### config.mk
export PLATFORM = sky130hd
export DESIGN_NAME = unified_mem_arbiter
export DESIGN_NICKNAME = d
export VERILOG_FILES = /design/src/rtl/unified_mem_arbiter.sv
export SDC_FILE = /design/constraint.sdc
export NUM_CORES = 1
export LEC_CHECK = 0
export CAP_MARGIN = 0
export CORE_AREA = 2 2 109 111
export DETAILED_ROUTE_END_ITERATION = 12
export DIE_AREA = 0 0 111 113
export PLACE_DENSITY = 0.77
export REMOVE_ABC_BUFFERS = 1
export SLEW_MARGIN = 30
export SYNTH_ARGS = -nofsm -noshare
export SYNTH_HDL_FRONTEND = slang
export SYNTH_SLANG_ARGS = --single-unit
### constraint.sdc
create_clock -name clk_i -period 5.7 [get_ports clk_i]
set_clock_uncertainty 0.05 [all_clocks]
set_input_delay 1.425 -clock clk_i [delete_from_list [all_inputs] [get_ports clk_i]]
set_output_delay 1.425 -clock clk_i [all_outputs]
set_load 0.005 [all_outputs]
### src/rtl/unified_mem_arbiter.sv
// rtl/unified_mem_arbiter.sv - IF/DM arbiter for a single-port unified memory.
// Optional MEM_ARB_PERF_EN adds conflict and stall performance counters.
module unified_mem_arbiter #(
   parameter int ADDR_WIDTH = 32,
   parameter int DATA_WIDTH = 32
) (
   input  logic                    clk_i,
   input  logic                    rst_ni,
   input  logic                    if_req_i,
   input  logic [ADDR_WIDTH-1:0]   if_addr_i,
   input  logic                    if_kill_i,
   output logic [DATA_WIDTH-1:0]   if_rdata_o,
   output logic                    if_valid_o,
   input  logic                    dm_req_i,
   input  logic                    dm_we_i,
   input  logic [ADDR_WIDTH-1:0]   dm_addr_i,
   input  logic [DATA_WIDTH-1:0]   dm_wdata_i,
   input  logic [DATA_WIDTH/8-1:0] dm_be_i,
   output logic [DATA_WIDTH-1:0]   dm_rdata_o,
   output logic                    dm_valid_o,
   output logic                    mem_req_o,
   output logic                    mem_we_o,
   output logic [ADDR_WIDTH-1:0]   mem_addr_o,
   output logic [DATA_WIDTH-1:0]   mem_wdata_o,
   output logic [DATA_WIDTH/8-1:0] mem_be_o,
   input  logic                    mem_gnt_i,
   input  logic                    mem_rvalid_i,
   input  logic [DATA_WIDTH-1:0]   mem_rdata_i,
   output logic                    stall_if_o,
   output logic                    stall_dm_o
`ifdef MEM_ARB_PERF_EN
   ,
   output logic [31:0]             perf_conflict_o,
   output logic [31:0]             perf_stall_o
`endif
);
   localparam int BE_WIDTH = DATA_WIDTH / 8;

   typedef enum logic [1:0] {IDLE, WAIT_GNT, WAIT_RSP} state_t;
   typedef enum logic {OWNER_IF, OWNER_DM} owner_t;

   state_t                  state_q, state_d;
   owner_t                  owner_q, owner_d;
   logic                    kill_q, kill_d;
   logic                    we_q, we_d;
   logic [ADDR_WIDTH-1:0]   addr_q, addr_d;
   logic [DATA_WIDTH-1:0]   wdata_q, wdata_d;
   logic [BE_WIDTH-1:0]     be_q, be_d;

   always_ff @(posedge clk_i or negedge rst_ni) begin
      if (!rst_ni) begin
         state_q <= IDLE;
         owner_q <= OWNER_IF;
         kill_q  <= 1'b0;
         we_q    <= 1'b0;
         addr_q  <= '0;
         wdata_q <= '0;
         be_q    <= '0;
      end else begin
         state_q <= state_d;
         owner_q <= owner_d;
         kill_q  <= kill_d;
         we_q    <= we_d;
         addr_q  <= addr_d;
         wdata_q <= wdata_d;
         be_q    <= be_d;
      end
   end

   always_comb begin
      state_d    = state_q;
      owner_d    = owner_q;
      kill_d     = kill_q;
      we_d       = we_q;
      addr_d     = addr_q;
      wdata_d    = wdata_q;
      be_d       = be_q;
      if_valid_o = 1'b0;
      if_rdata_o = '0;
      dm_valid_o = 1'b0;
      dm_rdata_o = '0;
      case (state_q)
         IDLE: begin
            // DM belongs to the older instruction, so it always wins
            if (dm_req_i) begin
               owner_d = OWNER_DM;
               we_d    = dm_we_i;
               addr_d  = dm_addr_i;
               wdata_d = dm_we_i ? dm_wdata_i : '0;
               be_d    = dm_we_i ? dm_be_i : {BE_WIDTH{1'b1}};
               state_d = WAIT_GNT;
            end else if (if_req_i && !if_kill_i) begin
               owner_d = OWNER_IF;
               we_d    = 1'b0;
               addr_d  = if_addr_i;
               wdata_d = '0;
               be_d    = {BE_WIDTH{1'b1}};
               state_d = WAIT_GNT;
            end
         end
         WAIT_GNT: begin
            if (if_kill_i && owner_q == OWNER_IF) kill_d = 1'b1;
            if (mem_gnt_i) state_d = WAIT_RSP;
         end
         WAIT_RSP: begin
            if (if_kill_i && owner_q == OWNER_IF) kill_d = 1'b1;
            if (mem_rvalid_i) begin
               state_d = IDLE;
               kill_d  = 1'b0;
               if (owner_q == OWNER_DM) begin
                  dm_valid_o = 1'b1;
                  dm_rdata_o = mem_rdata_i;
               end else if (!kill_q && !if_kill_i) begin
                  if_valid_o = 1'b1;
                  if_rdata_o = mem_rdata_i;
               end
            end
         end
         default: state_d = IDLE;
      endcase
   end

   assign mem_req_o   = (state_q == WAIT_GNT);
   assign mem_we_o    = we_q;
   assign mem_addr_o  = addr_q;
   assign mem_wdata_o = wdata_q;
   assign mem_be_o    = be_q;

   // a kill redirects the PC, so the fetch side must not hold on that cycle
   assign stall_if_o = if_req_i && !if_valid_o && !if_kill_i;
   assign stall_dm_o = dm_req_i && !dm_valid_o;

`ifdef MEM_ARB_PERF_EN
   always_ff @(posedge clk_i or negedge rst_ni) begin
      if (!rst_ni) begin
         perf_conflict_o <= '0;
         perf_stall_o    <= '0;
      end else begin
         if (state_q == IDLE && if_req_i && dm_req_i) perf_conflict_o <= perf_conflict_o + 32'd1;
         if (stall_if_o || stall_dm_o) perf_stall_o <= perf_stall_o + 32'd1;
      end
   end
`endif

endmodule

# Word-level counts from Yosys, hierarchy flattened
# Cells that the tools add are included.
# op_classes
eq_ne	5
mux	33
bitwise_logic	1
reduce_logical	15
# op_table
op	n
32-bit two-way mux	12
1-bit two-way mux	12
4-bit two-way mux	3
2-bit two-way mux	4
1-bit logical AND	6
2-bit one-hot mux with 3 select lines	1
1-bit zero test	4
2-bit nonzero test	2
3-bit inequality test, second input constant	1
3-bit AND reduction	1
2-bit by 1-bit == test with 1-bit output, second input constant	1
2-bit == test, second input constant	1
2-bit zero test	1
2-bit by 1-bit inequality test with 1-bit output, second input constant	1
2-bit inequality test, second input constant	1
1-bit one-hot mux with 2 select lines	1
2-bit AND reduction	1
1-bit inverter	1
# word_totals
regBits	73
wordCells	61

# Longest topological paths before layout
# Gate-level depths: netlist of the first run.
# logic_depth
ltp_word	9
mapped_depth	6
depth_no_buf	5

# Worst setup path before layout of the first run
# No wires, ideal clock.
# synth_timing
path_kind	input to output
startpoint	in if_kill_i
endpoint	out if_rdata_o[10]
t_arrival_ns	2.165
t_required_ns	4.225
path_slack_ns	2.060
cell_stages	3
path_buffers	1
path_cell_list	nor4_2 clkbuf_1 and2_1
# synth_via
elab_chain_cells	6
# synth_lines
element	line	rtl
start, declared	11	input logic if_kill_i,
1-bit zero test	113	end else if (!kill_q && !if_kill_i) begin
1-bit logical AND	113	
32-bit two-way mux	113	
32-bit two-way mux	110	if (owner_q == OWNER_DM) begin
32-bit two-way mux	107	if (mem_rvalid_i) begin
32-bit two-way mux	82	case (state_q)
end, declared	12	output logic [DATA_WIDTH-1:0] if_rdata_o,
# Every way passes these cells.

# Final worst setup path of the first run
# layout_timing
startpoint	in mem_rvalid_i
endpoint	out dm_rdata_o[10]
# layout_via
elab_chain_cells	2
# layout_lines
element	line	rtl
start, declared	27	input logic mem_rvalid_i,
32-bit two-way mux	107	
32-bit two-way mux	82	
end, declared	19	output logic [DATA_WIDTH-1:0] dm_rdata_o,
# Every way passes these cells.

==> impl_metrics.env, run 1 <==
export IMPL_outcome="finished, final reports clean"
export IMPL_drv_cap=0
export IMPL_initial_utilization_pct=32.35
export IMPL_slew_violations=0
export IMPL_seq_area_frac_synth_pct=50.10
export IMPL_leakage_nw=2.771
export IMPL_wl_met1_microns=4415
export IMPL_hp_start="mem_we_o$_DFFE_PN0P_"
export IMPL_syn_to_final_growth_pct=85.93
export IMPL_final_setup_viol_count=0
export IMPL_die_w_microns=111
export IMPL_syn_area_per_cell_sq_um=12.62
export IMPL_dr_wl_met2_microns=6609
export IMPL_gp_congestion=0.8958
export IMPL_finalWirelength_microns=12200
export IMPL_io_buffers=277
export IMPL_vias=3293
export IMPL_cp_max_fo=33
export IMPL_die_area_sq_mm=0.01254
export IMPL_crit_start="mem_rvalid_i"
export IMPL_cts_sinks=73
export IMPL_cp_num_buf_inv=3
export IMPL_crit_type="input pin to primary output"
export IMPL_clk_pin_slew_worst_paths_ns=0.06
export IMPL_dr_first_iter_drc_count=156
export IMPL_path_common_cell="clkdlybuf4s50_1"
export IMPL_netlist_top_cells_area="dfrtp_1, mux2_2, and2_1"
export IMPL_yosysWarnings=0
export IMPL_wl_per_cell_microns=17.26
export IMPL_dr_wl_met3_microns=831
export IMPL_die_y_microns=113
export IMPL_max_clock_freq_mhz=213.1
export IMPL_cts_tree="built"
export IMPL_grt_max_degree=74
export IMPL_postCtsSetupBuffers=0
export IMPL_netlist_area_leader_share_pct=50.10
export IMPL_hold_viol_final=0
export IMPL_dpl_cell_area_sq_mm=0.006502
export IMPL_worstMarginPinSlew_ns=0.7027
export IMPL_cts_hold_buf=0
export IMPL_cts_buffers=9
export IMPL_design_area_sq_mm=0.006779
export IMPL_vias_per_cell=4.658
export IMPL_period_minus_slack_ns=4.693
export IMPL_cts_max_level=3
export IMPL_synth_seq_cells=73
export IMPL_antenna_cells=0
export IMPL_period_share_pct=82.33
export IMPL_syn_area_sq_mm=0.003646
export IMPL_rsz0062_at_grt="no"
export IMPL_cp_required_ns=4.22
export IMPL_powerDensity_mw_per_mm2=389.7
export IMPL_drcViolationCount=0
export IMPL_fp_coreArea_sq_mm=0.01127
export IMPL_fill_cells=953
export IMPL_cp_slowest_cell="clkdlybuf4s50_1"
export IMPL_synth_cells=289
export IMPL_layout_nets=703
export IMPL_antenna_found_initial=0
export IMPL_crit_family="buffers and inverters"
export IMPL_synth_distinct_cells=26
export IMPL_hold_class="flip-flop to flip-flop"
export IMPL_rows=39
export IMPL_crit_path_end_kind="primary output"
export IMPL_grt_usage_pct=19.05
export IMPL_grt_overflow_total=0
export IMPL_grt_pass1_wl_microns=18650
export IMPL_clock_root_buffer="clkbuf_16"
export IMPL_grt_pass1_vias=3418
export IMPL_cp_arrival_ns=3.22
export IMPL_cts_resized=0
export IMPL_yosysTopAreaCell="dfrtp_1"
export IMPL_ant_nets=0
export IMPL_setup_tns_ns=0
export IMPL_drtPass1Iterations=4
export IMPL_dp_hpwl_microns=9775
export IMPL_ir_drop_v=0.0002672
export IMPL_rr_startpoint="state_q[1]$_DFFE_PN0P_"
export IMPL_clock_latency_ns=0.32
export IMPL_clockBufferDepth=2
export IMPL_critPathMaxStageDelay_ns=0.52
export IMPL_route_top_layer_used="met4"
export IMPL_start_kind="input pin"
export IMPL_drive_gt1_share_pct=16.31
export IMPL_max_slew_margin_pct=53.15
export IMPL_crit_chain="clkdlybuf4s50_1 -> nand2_1 -> nor2_1 -> buf_4 -> and2_1 -> clkdlybuf4s50_1"
export IMPL_boundaryPins=278
metal layers:
layer,global-route usage (%),up-vias
met4,8.167,0
met3,4.606,24
met1,20.21,1558
met2,36.03,151
li1,-,1560
met5,0,-
stage by stage:
step	total power [mW]	hold WS, ns	std cells	util [%]	worst slack, ns
floorplan	1.337	0.4241	267	-	1.504
global placement	2.096	0.4101	690	57.43	1.055
detailed placement	2.146	0.4275	691	57.69	1.019
CTS	2.673	0.4351	707	60.11	1.017
global route	2.787	0.4634	707	60.14	0.9017
finish	2.642	0.4268	707	60.14	1.007
state kept, by name, summed over array words and instances (netlist names):
name / cells
mem_we_o: 1
mem_be_o: 4
mem_wdata_o: 32
state_q: 2
mem_addr_o: 32
owner_q: 1
kill_q: 1
power breakdown:
| group | internal (mW) | switching, mW | total (mW) |
|---|---|---|---|
| logic | 0.814 | 0.407 | 1.22 |
| clock network | 0.293 | 0.217 | 0.510 |
| registers | 0.770 | 0.140 | 0.911 |
| total | 1.88 | 0.764 | 2.64 |
cells in the final DEF, fill, tap and decap left out:
cell type	n
nor4_4	1
o22a_1	4
nor2b_1	3
a21boi_4	1
nand2_1	2
nand2b_4	1
buf_16	1
a21bo_2	1
nor2_1	3
and3_2	1
clkbuf_16	9
clkinv_4	2
a31oi_1	2
mux2_2	65
a211oi_1	2
ha_1	4
o21ai_0	1
clkinvlp_4	2
a21o_1	1
nand3_1	1
dfrtp_1	73
a22o_1	32
clkinv_2	3
inv_1	3
o32a_1	1
inv_2	1
buf_4	3
clkdlybuf4s50_1	276
and2_1	64
buf_6	1
final cells by class:
cell class | count | area (sq um) | share of cell area, %
Clock buffer | 9 | 225.2 | 3.322
Clock inverter | 7 | 47.55 | 0.7014
Inverter | 4 | 15.01 | 0.2215
Multi-Input combinational cell | 190 | 1662 | 24.51
Sequential cell | 73 | 1827 | 26.95
Tap cell | 143 | 178.9 | 2.639
Timing Repair Buffer | 281 | 2824 | 41.66
synthesized netlist by cell type (all sizes together):
library cell	n
inv	4
clkbuf	6
a211oi	2
dfrtp	73
nor2b	3
nand2b	1
o22a	4
nor2	3
nand2	2
a31oi	2
nand3	1
ha	4
a22o	32
and2	64
o32a	1
o21ai	1
and3	1
mux2	65
buf	16
a21bo	1
a21boi	1
nor4	1
a21o	1
cell families (layout without fill, tap and decap cells):
logic type	Yosys count	count (layout)	share of synthesized area, %
simple gates	76	76	13.04
mux	65	65	20.08
fa+ha+maj	4	4	1.373
buf+inv	26	301	4.804
flops	73	73	50.10
compound gates	45	45	10.60
path summary, 6_finish.rpt:
kind	to	cells after the start	slack, ns
setup / recovery	dm_rdata_o[10]	6	1.01
hold / removal	mem_we_o$_DFFE_PN0P_	1	0.43
setup reg to reg	mem_addr_o[8]$_DFFE_PN0P_	5	3.54
hold reg to reg	mem_we_o$_DFFE_PN0P_	1	0.43
max in group asynchronous	mem_wdata_o[3]$_DFFE_PN0P_	1	4.09
min in group asynchronous	mem_addr_o[9]$_DFFE_PN0P_	1	1.06
Power figures use the tool's default switching activity.
==> inputs of run 2 (changes only) <==
--- a/config.mk
+++ b/config.mk
@@ -6,10 +6,10 @@
 export NUM_CORES = 1
 export LEC_CHECK = 0
 export CAP_MARGIN = 0
-export CORE_AREA = 2 2 109 111
+export CORE_AREA = 2 2 107 109
 export DETAILED_ROUTE_END_ITERATION = 12
-export DIE_AREA = 0 0 111 113
-export PLACE_DENSITY = 0.77
+export DIE_AREA = 0 0 109 111
+export PLACE_DENSITY = 0.8
 export REMOVE_ABC_BUFFERS = 1
 export SLEW_MARGIN = 30
 export SYNTH_ARGS = -nofsm -noshare
==> constraint.sdc (replaced) <==
create_clock -name clk_i -period 4.9 [get_ports clk_i]
set_clock_uncertainty 0.05 [all_clocks]
set_input_delay 1.225 -clock clk_i [delete_from_list [all_inputs] [get_ports clk_i]]
set_output_delay 1.225 -clock clk_i [all_outputs]
set_load 0.005 [all_outputs]
==> run 2 against run 1 <==
Sequential power is 16% higher. Worst setup slack lost 0.35 ns. Global-route usage up 1.2 points. Cell count up 0.14%. Sequential cell count stayed put. Clock power rose by 34%. Power is 19% higher. Critical endpoint is now if_rdata_o[17].
==> impl_metrics.env, run 2 (same netlist as run 1, synthesis figures left out) <==
export IMPL_worstMarginPinSlew_ns=0.7961
export IMPL_dp_hpwl_microns=9730
export IMPL_cts_hold_buf=0
export IMPL_drcViolationCount=0
export IMPL_die_area_sq_mm=0.01210
export IMPL_crit_path_end_kind="primary output"
export IMPL_fill_cells=899
export IMPL_dpl_cell_area_sq_mm=0.006487
export IMPL_cts_buffers=9
export IMPL_powerDensity_mw_per_mm2=461.1
export IMPL_hold_viol_final=0
export IMPL_design_area_sq_mm=0.006804
export IMPL_slew_violations=0
export IMPL_multi_input_area_sq_mm=0.001662
export IMPL_antenna_found_initial=0
export IMPL_period_share_pct=86.60
export IMPL_clockBufferDepth=2
export IMPL_dr_first_iter_drc_count=223
export IMPL_clock_latency_ns=0.33
export IMPL_cts_sinks=73
export IMPL_die_y_microns=111
export IMPL_dp_slack_ns=0.6298
export IMPL_clock_root_buffer="clkbuf_16"
export IMPL_final_setup_viol_count=0
export IMPL_layout_setup_ws_ns=0.6567
export IMPL_cp_arrival_ns=2.97
export IMPL_syn_to_final_growth_pct=86.62
export IMPL_drtPass1Iterations=4
export IMPL_vias=3267
export IMPL_gp_congestion=0.8488
export IMPL_cts_tree="built"
export IMPL_ant_nets=0
export IMPL_drive_gt1_share_pct=16.46
export IMPL_final_common_cell="clkdlybuf4s50_1"
export IMPL_antenna_cells=0
export IMPL_initial_utilization_pct=32.92
export IMPL_rsz0062_at_grt="no"
export IMPL_grt_usage_pct=20.30
export IMPL_rows=39
export IMPL_clk_pin_slew_worst_paths_ns=0.06
export IMPL_cp_required_ns=3.62
export IMPL_die_w_microns=109
export IMPL_grt_pass1_wl_microns=18530
export IMPL_seq_area_sq_mm=0.001827
export IMPL_final_cell_mix="clkdlybuf4s50_1, dfrtp_1, mux2_2, and2_1, a22o_1"
export IMPL_setup_tns_ns=0
export IMPL_hold_class="flip-flop to flip-flop"
export IMPL_grt_max_degree=39
export IMPL_outcome="finished, final reports clean"
export IMPL_boundaryPins=278
export IMPL_drv_cap=0
export IMPL_max_slew_margin_pct=46.93
export IMPL_cts_resized=0
export IMPL_ir_drop_v=0.0002817
export IMPL_io_buffers=277
export IMPL_period_minus_slack_ns=4.243
export IMPL_p_total_mw=3.137
export IMPL_grt_overflow_total=0
export IMPL_vias_per_cell=4.614
export IMPL_leakage_nw=2.787
export IMPL_layout_nets=704
export IMPL_cts_max_level=3
export IMPL_postCtsSetupBuffers=0
export IMPL_max_clock_freq_mhz=235.7
export IMPL_crit_type="input pin to primary output"
export IMPL_start_kind="input pin"
export IMPL_wl_per_cell_microns=17.15
export IMPL_finalWirelength_microns=12140
export IMPL_grt_pass1_vias=3369
export IMPL_cp_max_fo=34
export IMPL_fp_coreArea_sq_mm=0.01108
-- run 2: layout make-up --
cell class,count,share of cell area [%]
well taps,143,2.630
multi-input cells,190,24.42
clock buffers,12,3.917
clock inverters,4,0.7356
flip-flops and latches,73,26.85
inverters,4,0.2207
repair buffers,282,41.23
-- run 2: metrics by stage --
stage          instances  utilization [%]  hold slack [ns]
2_1_floorplan        267                -           0.4241
3_3_place_gp         692            58.56           0.4115
3_5_place_dp         692            58.57           0.4430
4_1_cts              708            61.43           0.4571
5_1_grt              708            61.43           0.4629
6_report             708            61.43           0.4534
-- run 2: critical path: stages --
cell and delay (ns):
clkdlybuf4s50_1 0.51, nand2_1 0.11, nor4_4 0.13, buf_4 0.30, and2_1 0.18, clkdlybuf4s50_1 0.50
-- run 2: layer usage --
metal / vias up / global-route usage, % / part of all wire, %
li1: 1557 / - / -
met1: 1553 / 20.62 / 34
met2: 132 / 37.47 / 55
met3: 25 / 5.644 / 7.9
met4: 0 / 9.316 / 3.2
met5: - / 0 / 0
-- run 2: path summary, 6_finish.rpt --
path	cells past startpoint	to	slack (ns)	startpoint
setup / recovery	6	if_rdata_o[17]	0.66	mem_rvalid_i
hold / removal	1	mem_addr_o[15]$_DFFE_PN0P_	0.45	mem_addr_o[15]$_DFFE_PN0P_
setup reg to reg	5	mem_addr_o[20]$_DFFE_PN0P_	2.91	state_q[0]$_DFFE_PN0P_
hold reg to reg	1	mem_addr_o[15]$_DFFE_PN0P_	0.45	mem_addr_o[15]$_DFFE_PN0P_
max in group asynchronous	2	mem_addr_o[7]$_DFFE_PN0P_	2.87	rst_ni
min in group asynchronous	1	mem_addr_o[18]$_DFFE_PN0P_	0.93	rst_ni
-- run 2: power by group --
group	switching, mW	internal [mW]	leakage, nW	total [mW]
clock	0.250	0.435	0.151	0.684
sequential	0.165	0.896	0.898	1.06
combinational	0.460	0.932	1.74	1.39
==> inputs of run 3 (changes only) <==
--- a/config.mk
+++ b/config.mk
@@ -9,6 +9,7 @@
 export CORE_AREA = 2 2 107 109
 export DETAILED_ROUTE_END_ITERATION = 12
 export DIE_AREA = 0 0 109 111
+export HOLD_SLACK_MARGIN = 0.1
 export PLACE_DENSITY = 0.8
 export REMOVE_ABC_BUFFERS = 1
 export SLEW_MARGIN = 30
==> results of run 3 <==
The final DEF is identical to that of run 2; final timing and power are the same.
